<file path="src/rtl/vga_scan_fetch_if.sv">
// Memory read bus between the scan engine and the dual-read bitmap memory.
// The scan engine drives both read addresses every clock. The memory returns
// both words exactly one clock later. There is no valid/ready pair: every
// address is accepted, and every returned word is consumed on the next clock.
interface vga_scan_fetch_if #(
    parameter int DATA_WIDTH    = 16,
    parameter int ADDRESS_WIDTH = 5
);
    logic [ADDRESS_WIDTH-1:0] address_0_out;
    logic [ADDRESS_WIDTH-1:0] address_1_out;
    logic [DATA_WIDTH-1:0]    data_0_in;
    logic [DATA_WIDTH-1:0]    data_1_in;

    modport master (
        output address_0_out,
        output address_1_out,
        input  data_0_in,
        input  data_1_in
    );

    modport slave (
        input  address_0_out,
        input  address_1_out,
        output data_0_in,
        output data_1_in
    );
endinterface

</file>
<file path="src/rtl/vga_scan_fetch.sv">
// VGA scan engine for a two-plane bitmap.
// The counters generate 640x480 timing, and the scan position drives both
// plane read addresses. The two returned bits form a palette index.
// Outputs for scan position (h,v) appear two clocks after the counters hold it.
// Optional feature macro: SCAN_FETCH_BORDER_EN. When it is defined, visible
// pixels outside the bitmap show BORDER_COLOR instead of black.
module vga_scan_fetch #(
    parameter int          DATA_WIDTH    = 16,
    parameter int          ADDRESS_WIDTH = 5,
    parameter int          H_WORD_BITS   = 1,
    parameter int          V_ROW_BITS    = 3,
    parameter int          SCALE_SHIFT   = 4,
    parameter int          H_VISIBLE     = 640,
    parameter int          H_FRONT       = 16,
    parameter int          H_SYNC        = 96,
    parameter int          H_BACK        = 48,
    parameter int          V_VISIBLE     = 480,
    parameter int          V_FRONT       = 10,
    parameter int          V_SYNC        = 2,
    parameter int          V_BACK        = 33,
    parameter logic [11:0] COLOR_0       = 12'h000,
    parameter logic [11:0] COLOR_1       = 12'hFFF,
    parameter logic [11:0] COLOR_2       = 12'hF00,
    parameter logic [11:0] COLOR_3       = 12'h00F,
    parameter logic [11:0] BORDER_COLOR  = 12'h444
) (
    input  logic               clock_in,
    input  logic               reset_in,
    vga_scan_fetch_if.master   mem,
    output logic [11:0]        rgb_out,
    output logic               h_sync_out,
    output logic               v_sync_out,
    output logic               video_on_out,
    output logic               frame_start_out
);
    localparam int H_TOTAL = H_VISIBLE + H_FRONT + H_SYNC + H_BACK;
    localparam int V_TOTAL = V_VISIBLE + V_FRONT + V_SYNC + V_BACK;
    localparam int HW      = $clog2(H_TOTAL);
    localparam int VW      = $clog2(V_TOTAL);
    localparam int BIT_W   = $clog2(DATA_WIDTH);

    localparam logic [HW-1:0]    H_LAST   = HW'(H_TOTAL - 1);
    localparam logic [HW-1:0]    H_VIS_L  = HW'(H_VISIBLE);
    localparam logic [HW-1:0]    HS_START = HW'(H_VISIBLE + H_FRONT);
    localparam logic [HW-1:0]    HS_END   = HW'(H_VISIBLE + H_FRONT + H_SYNC);
    localparam logic [VW-1:0]    V_LAST   = VW'(V_TOTAL - 1);
    localparam logic [VW-1:0]    V_VIS_L  = VW'(V_VISIBLE);
    localparam logic [VW-1:0]    VS_START = VW'(V_VISIBLE + V_FRONT);
    localparam logic [VW-1:0]    VS_END   = VW'(V_VISIBLE + V_FRONT + V_SYNC);
    localparam logic [HW-1:0]    BMP_LX   = HW'(DATA_WIDTH << H_WORD_BITS);
    localparam logic [VW-1:0]    BMP_LY   = VW'(1 << V_ROW_BITS);
    localparam logic [BIT_W-1:0] BIT_TOP  = BIT_W'(DATA_WIDTH - 1);

    // Stage 0: scan counters and their combinational decode
    logic [HW-1:0] h_q, h_d;
    logic [VW-1:0] v_q, v_d;
    logic [HW-1:0] lx;
    logic [VW-1:0] ly;
    logic [V_ROW_BITS-1:0]  row;
    logic [H_WORD_BITS-1:0] word;
    logic             in_bmp0, vis0, hs0, vs0, fs0;
    logic [BIT_W-1:0] bit0;

    // Stage 1: decode registered alongside the memory read
    logic             in_bmp1_q, vis1_q, hs1_q, vs1_q, fs1_q;
    logic [BIT_W-1:0] bit1_q;

    // Stage 2: pixel colour selection feeding the output registers
    logic [1:0]  pix_idx;
    logic [11:0] rgb_d;

    // Next scan position: h wraps every line and v advances on that wrap
    always_comb begin
        h_d = h_q + 1'b1;
        v_d = v_q;
        if (h_q == H_LAST) begin
            h_d = '0;
            v_d = (v_q == V_LAST) ? '0 : v_q + 1'b1;
        end
    end

    // Scan position registers
    always_ff @(posedge clock_in or posedge reset_in) begin
        if (reset_in) begin
            h_q <= '0;
            v_q <= '0;
        end else begin
            h_q <= h_d;
            v_q <= v_d;
        end
    end

    // Logical pixel coordinates, bitmap membership, timing flags and bit select
    always_comb begin
        lx      = h_q >> SCALE_SHIFT;
        ly      = v_q >> SCALE_SHIFT;
        row     = ly[V_ROW_BITS-1:0];
        word    = lx[BIT_W +: H_WORD_BITS];
        in_bmp0 = (lx < BMP_LX) && (ly < BMP_LY);
        vis0    = (h_q < H_VIS_L) && (v_q < V_VIS_L);
        hs0     = !((h_q >= HS_START) && (h_q < HS_END));
        vs0     = !((v_q >= VS_START) && (v_q < VS_END));
        fs0     = (h_q == '0) && (v_q == '0);
        bit0    = BIT_TOP - lx[BIT_W-1:0];
    end

    // Both planes read the same location. The addresses are parked at 0 off-bitmap.
    assign mem.address_0_out = in_bmp0 ? {1'b0, row, word} : '0;
    assign mem.address_1_out = in_bmp0 ? {1'b1, row, word} : '0;

    // Delay the decode by one clock so it lines up with the returned words
    always_ff @(posedge clock_in or posedge reset_in) begin
        if (reset_in) begin
            in_bmp1_q <= 1'b0;
            vis1_q    <= 1'b0;
            hs1_q     <= 1'b1;
            vs1_q     <= 1'b1;
            fs1_q     <= 1'b0;
            bit1_q    <= '0;
        end else begin
            in_bmp1_q <= in_bmp0;
            vis1_q    <= vis0;
            hs1_q     <= hs0;
            vs1_q     <= vs0;
            fs1_q     <= fs0;
            bit1_q    <= bit0;
        end
    end

    // Combine the plane bits into a palette index and pick the pixel colour
    always_comb begin
        pix_idx = {mem.data_1_in[bit1_q], mem.data_0_in[bit1_q]};
        rgb_d   = 12'h000;
        if (vis1_q) begin
            if (in_bmp1_q) begin
                case (pix_idx)
                    2'd0:    rgb_d = COLOR_0;
                    2'd1:    rgb_d = COLOR_1;
                    2'd2:    rgb_d = COLOR_2;
                    default: rgb_d = COLOR_3;
                endcase
            end else begin
`ifdef SCAN_FETCH_BORDER_EN
                rgb_d = BORDER_COLOR;
`else
                rgb_d = 12'h000;
`endif
            end
        end
    end

    // Output registers: colour, syncs, video enable and frame pulse stay aligned
    always_ff @(posedge clock_in or posedge reset_in) begin
        if (reset_in) begin
            rgb_out         <= 12'h000;
            h_sync_out      <= 1'b1;
            v_sync_out      <= 1'b1;
            video_on_out    <= 1'b0;
            frame_start_out <= 1'b0;
        end else begin
            rgb_out         <= rgb_d;
            h_sync_out      <= hs1_q;
            v_sync_out      <= vs1_q;
            video_on_out    <= vis1_q;
            frame_start_out <= fs1_q;
        end
    end

`ifndef SCAN_FETCH_BORDER_EN
    // The border colour only matters when the border feature is built in
    logic unused_border;
    assign unused_border = ^BORDER_COLOR;
`endif
endmodule

</file>
<file path="src/flat_wrapper.sv">
// flat-port wrapper written by rule: the top's interface ports become plain ports
module vga_scan_fetch_flat 
#(
    parameter int          DATA_WIDTH    = 16,
    parameter int          ADDRESS_WIDTH = 5,
    parameter int          H_WORD_BITS   = 1,
    parameter int          V_ROW_BITS    = 3,
    parameter int          SCALE_SHIFT   = 4,
    parameter int          H_VISIBLE     = 640,
    parameter int          H_FRONT       = 16,
    parameter int          H_SYNC        = 96,
    parameter int          H_BACK        = 48,
    parameter int          V_VISIBLE     = 480,
    parameter int          V_FRONT       = 10,
    parameter int          V_SYNC        = 2,
    parameter int          V_BACK        = 33,
    parameter logic [11:0] COLOR_0       = 12'h000,
    parameter logic [11:0] COLOR_1       = 12'hFFF,
    parameter logic [11:0] COLOR_2       = 12'hF00,
    parameter logic [11:0] COLOR_3       = 12'h00F,
    parameter logic [11:0] BORDER_COLOR  = 12'h444
)
  (clock_in, reset_in, rgb_out, h_sync_out, v_sync_out, video_on_out, frame_start_out, mem_address_0_out, mem_address_1_out, mem_data_0_in, mem_data_1_in);
  vga_scan_fetch_if #(.DATA_WIDTH(DATA_WIDTH), .ADDRESS_WIDTH(ADDRESS_WIDTH)) mem_i ();
  input  logic clock_in;
  input  logic reset_in;
  output logic [11:0] rgb_out;
  output logic h_sync_out;
  output logic v_sync_out;
  output logic video_on_out;
  output logic frame_start_out;
  output wire logic [$bits(mem_i.address_0_out)-1:0] mem_address_0_out;
  output wire logic [$bits(mem_i.address_1_out)-1:0] mem_address_1_out;
  input wire logic [$bits(mem_i.data_0_in)-1:0] mem_data_0_in;
  input wire logic [$bits(mem_i.data_1_in)-1:0] mem_data_1_in;
  assign mem_address_0_out = mem_i.address_0_out;
  assign mem_address_1_out = mem_i.address_1_out;
  assign mem_i.data_0_in = mem_data_0_in;
  assign mem_i.data_1_in = mem_data_1_in;
  vga_scan_fetch #(.DATA_WIDTH(DATA_WIDTH), .ADDRESS_WIDTH(ADDRESS_WIDTH), .H_WORD_BITS(H_WORD_BITS), .V_ROW_BITS(V_ROW_BITS), .SCALE_SHIFT(SCALE_SHIFT), .H_VISIBLE(H_VISIBLE), .H_FRONT(H_FRONT), .H_SYNC(H_SYNC), .H_BACK(H_BACK), .V_VISIBLE(V_VISIBLE), .V_FRONT(V_FRONT), .V_SYNC(V_SYNC), .V_BACK(V_BACK), .COLOR_0(COLOR_0), .COLOR_1(COLOR_1), .COLOR_2(COLOR_2), .COLOR_3(COLOR_3), .BORDER_COLOR(BORDER_COLOR)) u_core (.clock_in(clock_in), .reset_in(reset_in), .mem(mem_i), .rgb_out(rgb_out), .h_sync_out(h_sync_out), .v_sync_out(v_sync_out), .video_on_out(video_on_out), .frame_start_out(frame_start_out));
endmodule
</file>
<file path="config.mk">
export PLATFORM = sky130hd
export DESIGN_NAME = vga_scan_fetch_flat
export DESIGN_NICKNAME = d
export VERILOG_FILES = /design/src/rtl/vga_scan_fetch_if.sv /design/src/rtl/vga_scan_fetch.sv /design/src/flat_wrapper.sv
export SDC_FILE = /design/constraint.sdc
export NUM_CORES = 1
export LEC_CHECK = 0
export CAP_MARGIN = 5
export CORE_MARGIN = 1.5
export CORE_UTILIZATION = 47
export DETAILED_ROUTE_END_ITERATION = 6
export PLACE_DENSITY = 0.8
export SYNTH_ARGS = -nofsm -noshare
export SYNTH_HDL_FRONTEND = slang
export SYNTH_SLANG_ARGS = --single-unit
export TNS_END_PERCENT = 50
</file>
<file path="constraint.sdc">
create_clock -name clock_in -period 2.27 [get_ports clock_in]
set_input_delay 0.454 -clock clock_in [delete_from_list [all_inputs] [get_ports clock_in]]
set_output_delay 0.454 -clock clock_in [all_outputs]
set_load 0.005 [all_outputs]
</file>
# Word-level counts from Yosys, hierarchy flattened
# Index checks and enable logic that the tools add are counted.
# classes
n_addsub	3
n_mul	0
div	0
n_lt_le_gt_ge	9
n_eq_ne	4
shifts	0
n_mux	11
n_bitwise	0
reduce_logical	10
# ops
op	count
case mux 12 bit (3 select lines)	1
2-to-1 mux 12 bit	2
adder 10 x 1 -> 10 bit, second input constant	2
== test 10 bit, second input constant	2
zero test 10 bit	2
less-than comparator 10 bit, second input constant	2
less-than comparator 10 x 9 -> 1 bit, second input constant	2
2-to-1 mux 10 bit	2
>= comparator 10 bit, second input constant	1
>= comparator 10 x 9 -> 1 bit, second input constant	1
binary-select mux 1 bit (select 4 bit)	2
less-than comparator 6 x 4 -> 1 bit, second input constant	1
less-than comparator 6 bit, second input constant	1
logical AND 1 bit	5
less-than comparator 4 x 5 -> 1 bit, second input constant	1
2-to-1 mux 5 bit	1
2-to-1 mux 4 bit	1
subtractor 4 bit, first input constant	1
== test 2 x 1 -> 1 bit, second input constant	1
== test 2 bit, second input constant	1
zero test 1 bit	2
zero test 2 bit	1
2-to-1 mux 1 bit	2
# word_totals
register_bits	45
latchBits	0
ram_bits	0
romBits	0
in_bits	34
out_inout_bits	26
n_memories	0

# Depth between registers and ports, before layout
# Gate-level depths: netlist (run 1).
# logic_depth
ltp_word	6
mapped_depth	7
mapped_depth_nobuf	6

# Worst setup path before layout (run 1)
# Ideal clock, no wire load.
# synth_timing
path_type	flip-flop to flip-flop
from	reg u_core.bit1_q[2]
to	reg u_core.rgb_out[7]
setup_time_ns	0.120
arrival_time_ns	1.922
slack_ns	0.229
stages_incl_launch_ff	8
n_path_buf	1
synth_period_minus_slack_ns	2.041
cell_sequence	dfrtp_1 -> clkbuf_1 -> mux4_2 -> nor2b_1 -> a211oi_1 -> nor2_1 -> ha_1 -> and3_1
# synth_between
elab_chain_cells	6
word_cells_on_any_way	10
# synth_lines
item	line	source
start, declared	vga_scan_fetch.sv:66	logic [BIT_W-1:0] bit1_q;
start signal, assigned	vga_scan_fetch.sv:126	bit1_q <= bit0;
binary-select mux 1 bit (select 4 bit)	vga_scan_fetch.sv:132	pix_idx = {mem.data_1_in[bit1_q], mem.data_0_in[bit1_q]};
2-to-1 mux 1 bit (not written as such)	vga_scan_fetch.sv:132	
== test 2 bit, or another cell as far along	vga_scan_fetch.sv:136	case (pix_idx)
case mux 12 bit (3 select lines) *	vga_scan_fetch.sv:136	
2-to-1 mux 12 bit *	vga_scan_fetch.sv:135	if (in_bmp1_q) begin
2-to-1 mux 12 bit *	vga_scan_fetch.sv:134	if (vis1_q) begin
end signal, assigned	vga_scan_fetch.sv:161	rgb_out <= rgb_d;
end, declared	vga_scan_fetch.sv:30	output logic [11:0] rgb_out,
# Mark *: on every way between the ends. The rest lies on a longest branch, timed or not. The select of a mux whose other input is x is not followed.
# A chain may end at the register's enable or synchronous reset.

# Worst setup path after layout (run 1)
# layout_timing
from	reg u_core.v_q[8]
to	out mem_address_1_out[1]
# layout_between
elab_chain_cells	3
# layout_lines
item	line	source
start, declared	vga_scan_fetch.sv:56	logic [VW-1:0] v_q, v_d;
start signal, assigned	vga_scan_fetch.sv:89	v_q <= v_d;
less-than comparator 6 x 4 -> 1 bit	vga_scan_fetch.sv:99	in_bmp0 = (lx < BMP_LX) && (ly < BMP_LY);
logical AND 1 bit	vga_scan_fetch.sv:99	
2-to-1 mux 5 bit	vga_scan_fetch.sv:109	assign mem.address_1_out = in_bmp0 ? {1'b1, row, word} : '0;
end, declared	flat_wrapper.sv:33	output wire logic [$bits(mem_i.address_1_out)-1:0] mem_address_1_out;
# No other way between the ends.

==> flow_metrics.tcl, run 1 <==
set metrics [dict create \
    dp_hpwl_um 2980 \
    p_leak_nw 1.24 \
    routed_wl_um 3970 \
    grtUsageTotal_pct 19.6 \
    cts_buffers 5 \
    core_um2 4030 \
    period_minus_slack_ps 2210 \
    crit_fanout 5 \
    critical_path_class "flip-flop to output port" \
    vdd_drop_max_v 0.000266 \
    seq_area_frac_synth_pct 46.0 \
    synthTopCellsByArea "dfrtp_1 (41%), mux4_2 (10%), buf_4 (6.1%)" \
    slowest_stage "clkdlybuf4s50_1" \
    yosysTopAreaCellShare_pct 40.6 \
    antenna_found_initial 0 \
    p_per_area_nw_per_um2 460 \
    cts_num_sinks 36 \
    cts_hold_buf 0 \
    ios 60 \
    synthCells 180 \
    crit_path_end_kind "output port" \
    ys_async_sr_fraction_pct 100 \
    yosys_register_bits 36 \
    ant_nets 0 \
    diodes 0 \
    die_y_um 67.8 \
    yosys.area.top_type "dfrtp_1" \
    drc 0 \
    vias 1476 \
    via_per_inst 5.16 \
    core.rowCount 23 \
    worst_slack_ps 56.5 \
    netlist_area_um2 1970 \
    root_buffer "clkbuf_8" \
    yosysUniqueCellTypes 40 \
    yosys_warnings 0 \
    cpPeakStageDelay_ps 510 \
    path_cells "nor4_2 > buf_4 > and2_1 > clkdlybuf4s50_1" \
    pre_cts_slack_ps -69.5 \
    cp.arrival_ps 1760 \
    synth_edf_count 0 \
    finClkSkew_ps 8.39 \
    cap_viol_max_count 0 \
    setup-tns-final_ps 0 \
    clk_pin_slew_ps 70 \
    grt-ovfl-total 0 \
    first_iter_violations 72 \
    grt_max_degree 37 \
    fin_cells 286 \
    synth_nets 219 \
    hold_viol 0 \
    die_area_um2 4590 \
    grt_pass1_vias 1487 \
    gp_congestion 0.851 \
    port-buffer-count 58 \
    cts_tree "yes" \
    routedWlPerCell_um 13.9 \
    area.growth.synth_to_final_pct 35.0 \
    final_max_slew_viol_count 0 \
    cp-start-kind "flip-flop" \
    synth_area_per_cell_um2 10.9 \
    timing.final.crit_share_pct 97.5 \
    outcome "completed" \
    h-tree-depth 2 \
    dp.cells 276 \
    drive_gt1_share_pct 16.5 \
    die_w_um 67.8 \
    setup_viol 0 \
    dr.pass1.iters 4 \
    grt_pass1_wl_um 6740 \
    start_util_pct 48.9 \
    synth_flop_cell "dfrtp_1" \
    crit_required_ps 1820 \
    cts_buffer_depth 2 \
    max_freq_mhz 452 \
    nNetsFinal 274 \
    hp-class "flip-flop to flip-flop" \
    insertion_delay_ps 280 \
]
## per-stage QoR
stage,util [%],total power [mW],area [µm²],hold WS (ps)
after CTS,65.3,1.24,2630,351
after floorplan,-,0.707,1970,331
after global routing,66.1,1.27,2660,360
after detailed placement,62.8,0.783,2530,335
final,66.1,1.22,2660,349
after global placement,62.8,0.779,2530,333
## routing by layer
layer	track usage [%]	wire length [µm]	vias to the layer above
li1	-	-	727
met1	25.5	1770	693
met2	32.7	1960	47
met3	4.00	171	9
met4	6.12	71	0
met5	0	0	-
## worst paths after layout
check	startpoint	end	slack [ps]	depth (start not counted)
max in group asynchronous	reset_in	u_core.hs1_q	1360	3
max	u_core.v_q[8]	mem_address_1_out[1]	60	4
max reg2reg	u_core.h_q[5]	u_core.v_q[7]	230	4
min reg2reg	u_core.fs1_q	u_core.frame_start_out	350	0
min in group asynchronous	reset_in	u_core.v_q[4]	570	3
min	u_core.fs1_q	u_core.frame_start_out	350	0
## worst max-delay path, delay by kind of cell, from the launching register on
kind	cells	cell delay, ps
and+or+nand+nor	2	380
DFF	1	430
buffers and inverters	2	680
## synthesized netlist by cell type (2+ instances only)
| cell type | number |
|---|---|
| nor2_1 | 12 |
| mux4_2 | 9 |
| nor4_1 | 3 |
| a21oi_1 | 2 |
| and2_1 | 6 |
| or3_1 | 2 |
| o21ai_0 | 6 |
| nand3_1 | 8 |
| xor2_1 | 5 |
| nor3_1 | 5 |
| and3_1 | 3 |
| o31ai_1 | 3 |
| buf_4 | 16 |
| dfstp_2 | 4 |
| nand2_1 | 14 |
| clkbuf_1 | 3 |
| ha_1 | 5 |
| nand4_1 | 3 |
| inv_1 | 13 |
| dfrtp_1 | 32 |
| o22ai_1 | 2 |
| nor4_4 | 2 |
| xnor2_1 | 5 |
## cells in the final DEF (no fill, tap or decap), types with 2 or more instances in the layout
master | Yosys | final
clkdlybuf4s50_1 | 0 | 52
dfrtp_1 | 32 | 31
nand2_1 | 14 | 14
inv_1 | 13 | 13
nor2_1 | 12 | 12
buf_4 | 16 | 10
mux4_2 | 9 | 9
nand3_1 | 8 | 8
o21ai_0 | 6 | 6
and2_1 | 6 | 6
clkbuf_8 | 0 | 6
dlymetal6s2s_1 | 0 | 6
xnor2_1 | 5 | 5
xor2_1 | 5 | 5
nor3_1 | 5 | 5
ha_1 | 5 | 5
dfstp_2 | 4 | 4
and3_1 | 3 | 3
o31ai_1 | 3 | 3
nand4_1 | 3 | 3
nor4_2 | 1 | 2
nor4_4 | 2 | 2
o22ai_1 | 2 | 2
or3_1 | 2 | 2
a21oi_1 | 2 | 2
nor4_1 | 3 | 2
clkinv_2 | 0 | 2
## state kept, by name (all words and copies together) (netlist names), 3 cells and up
signal	flops
u_core.h_q	10
u_core.v_q	10
u_core.bit1_q	4
u_core.rgb_out	3
## where the power goes
part	switching [mW]	internal [mW]	leakage (nW)	total, mW
Combinational	0.0307	0.0895	0.746	0.120
Sequential	0.00315	0.645	0.441	0.648
Clock	0.213	0.242	0.0510	0.455
Total	0.247	0.977	1.24	1.22
## logic make-up (layout without fill, tap and decap cells)
| group | Yosys count | in the layout | share of synthesized area, % |
|---|---|---|---|
| other | 1 | 1 | 0.190 |
| buffers and inverters | 33 | 89 | 9.71 |
| DFF | 36 | 36 | 46.0 |
| and+or+nand+nor | 68 | 68 | 20.5 |
| adders and majority gates | 5 | 5 | 3.17 |
| muxes | 9 | 9 | 10.3 |
| xor gates and xnor gates | 10 | 10 | 4.44 |
| AOI/OAI and AO/OA | 18 | 18 | 5.71 |
## what timing repair did
item,in CTS,in global routing
resized for setup,1,7
setup endpoints to repair,8,8
buffers inserted,1,1
## cell type report
cell class	count	area, µm²
tap	50	62.6
clock inverter	2	10.0
inverter	13	48.8
clock buffer	6	82.6
sequential	36	907
fill	306	1370
multi-input combinational	111	880
timing repair buffer	68	671
(Power assumes the default switching activity.)
==> run 2: changes to the inputs <==
--- a/config.mk
+++ b/config.mk
@@ -9,7 +9,7 @@
 export CORE_MARGIN = 1.5
 export CORE_UTILIZATION = 47
 export DETAILED_ROUTE_END_ITERATION = 6
-export PLACE_DENSITY = 0.8
+export PLACE_DENSITY = 0.77
 export SYNTH_ARGS = -nofsm -noshare
 export SYNTH_HDL_FRONTEND = slang
 export SYNTH_SLANG_ARGS = --single-unit
==> constraint.sdc (replaced) <==
create_clock -name clock_in -period 2.2 [get_ports clock_in]
set_input_delay 0.44 -clock clock_in [delete_from_list [all_inputs] [get_ports clock_in]]
set_output_delay 0.44 -clock clock_in [all_outputs]
set_load 0.005 [all_outputs]
==> flow_metrics.tcl, run 2 (synthesized netlist as in run 1, its figures left out) <==
set metrics [dict create \
    setup_viol 0 \
    final_area_um2 2650 \
    p_per_area_nw_per_um2 474 \
    finClkSkew_ps 4.32 \
    crit_required_ps 2370 \
    max_freq_mhz 491 \
    cp.arrival_ps 2200 \
    vias 1491 \
    path_cells "clkdlybuf4s50_1 > mux4_2 > nor2b_1 > a211oi_1 > nor2_1 > ha_1 > and3_1" \
    cts_hold_buf 0 \
    die_y_um 67.8 \
    ios 60 \
    rsz0062_at_grt "no" \
    cap_viol_max_count 0 \
    grt_pass1_wl_um 6250 \
    core.rowCount 23 \
    gp_congestion 0.823 \
    grtUsageTotal_pct 18.1 \
    routed_wl_um 3810 \
    mostFrequentLayoutCell "clkdlybuf4s50_1" \
    diodes 0 \
    hp-class "flip-flop to flip-flop" \
    dp_hpwl_um 2920 \
    antenna_found_initial 0 \
    finish.utilization_pct 65.7 \
    grt-ovfl-total 0 \
    hold_viol 0 \
    cts_num_sinks 36 \
    first_iter_violations 67 \
    reg2reg_slack_ps 180 \
    multi_input_area_um2 880 \
    insertion_delay_ps 280 \
    timing.final.crit_share_pct 92.5 \
    ant_nets 0 \
    fillCellCount 326 \
    die_w_um 67.8 \
    drc 0 \
    power_mw 1.25 \
    period_minus_slack_ps 2040 \
    cts_buffer_depth 2 \
    place_area_um2 2540 \
    hold_start "u_core.fs1_q" \
    grt_max_degree 37 \
    vdd_drop_max_v 0.000326 \
    largestRegisters "u_core.h_q x10, u_core.v_q x10, u_core.bit1_q x4" \
    hold_path_end "u_core.frame_start_out" \
    critical_path_class "input port to flip-flop" \
    cts_tree "yes" \
    crit_buf_inv 1 \
    timing.rr.end "u_core.rgb_out[10]" \
    layout_common_cells "clkdlybuf4s50_1 (50), dfrtp_1 (31), nand2_1 (14), inv_1 (13), nor2_1 (12)" \
    seq_area_um2 907 \
    outcome "completed" \
    cts_buffers 5 \
    setup-tns-final_ps 0 \
    core_um2 4030 \
    nNetsFinal 275 \
    p_leak_nw 1.18 \
    die_area_um2 4590 \
    cp_top_family "multiplexers" \
    final_max_slew_viol_count 0 \
    h-tree-depth 2 \
    clk_pin_slew_ps 60 \
    crit_fanout 2 \
    cpPeakStageDelay_ps 450 \
    crit_path_end_kind "flip-flop" \
    cp-start-kind "input port" \
    port-buffer-count 58 \
    reg2reg_depth 5 \
    whs_path_depth 0 \
    r2r_start "u_core.bit1_q[0]" \
    dr.pass1.iters 4 \
    slowest_stage "mux4_2" \
    routedWlPerCell_um 13.3 \
    start_util_pct 48.9 \
    whs_ps 354 \
    via_per_inst 5.20 \
    root_buffer "clkbuf_8" \
    grt_pass1_vias 1395 \
    area.growth.synth_to_final_pct 34.2 \
    drive_gt1_share_pct 16.0 \
]
-- run 2: cell types whose count changed in the layout (fill, tap and decap cells not counted) --
| cell | delta |
|---|---|
| buf_4 | +1 |
| clkbuf_1 | +2 |
| clkdlybuf4s50_1 | -2 |
| clkinv_2 | -2 |
| dlygate4sd2_1 | +7 |
| dlymetal6s2s_1 | -5 |
-- run 2: final cells by class --
cell class / instances / area share, %
timing repair buffer: 69 / 24.8
clock buffer: 8 / 3.41
multi-input combinational: 111 / 33.3
tap: 50 / 2.37
inverter: 13 / 1.84
sequential: 36 / 34.3
-- run 2: worst register-to-register path: cells and delay by family, from the launching register on --
kind / cells / cell delay (ps)
buffers and inverters: 1 / 70
adders and majority gates: 1 / 220
and+or+nand+nor: 1 / 90
muxes: 2 / 1030
DFF: 1 / 540
-- run 2: per-stage QoR --
| stage | cells | setup WS [ps] |
|---|---|---|
| detailed placement | 277 | -145 |
| floorplan | 180 | 159 |
| global route | 287 | 22.0 |
| global placement | 277 | -110 |
| CTS | 286 | 0.933 |
| finish | 287 | 164 |
-- run 2: what timing repair did --
item	4_1_cts	5_1_grt
pin swaps	1	0
setup buffers	1	1
gates resized for setup	7	3
endpoints found under the setup margin	8	1
-- run 2: worst max path at each step --
stage / start / end / slack [ps] / cells past startpoint
floorplan: u_core.bit1_q[2] / u_core.rgb_out[7] / 160 / 7
global route: mem_data_0_in[8] / u_core.rgb_out[10] / 20 / 7
global placement: mem_data_0_in[12] / u_core.rgb_out[7] / -110 / 7
finish: mem_data_0_in[12] / u_core.rgb_out[7] / 160 / 7
CTS: u_core.v_q[7] / mem_address_1_out[2] / 0.9 / 4
detailed placement: mem_data_0_in[12] / u_core.rgb_out[7] / -150 / 7
-- run 2: report_power, final --
group / internal, mW / total (mW) / switching (mW)
Combinational: 0.0912 / 0.122 / 0.0303
Clock: 0.255 / 0.463 / 0.208
Sequential: 0.666 / 0.669 / 0.00321
-- run 2: routing by layer --
| metal | share of wire [%] | GRT usage, % |
|---|---|---|
| met4 | 0.84 | 6.38 |
| met5 | 0 | 0 |
| met2 | 50 | 29.8 |
| met1 | 46 | 23.6 |
| met3 | 3.1 | 3.83 |
==> run 3: changes to the inputs <==
--- a/config.mk
+++ b/config.mk
@@ -8,6 +8,7 @@
 export CAP_MARGIN = 5
 export CORE_MARGIN = 1.5
 export CORE_UTILIZATION = 47
+export CTS_CLUSTER_DIAMETER = 80
 export DETAILED_ROUTE_END_ITERATION = 6
 export PLACE_DENSITY = 0.77
 export SYNTH_ARGS = -nofsm -noshare
==> results of run 3 <==
The final DEF is identical to that of run 2; final timing and power are the same.
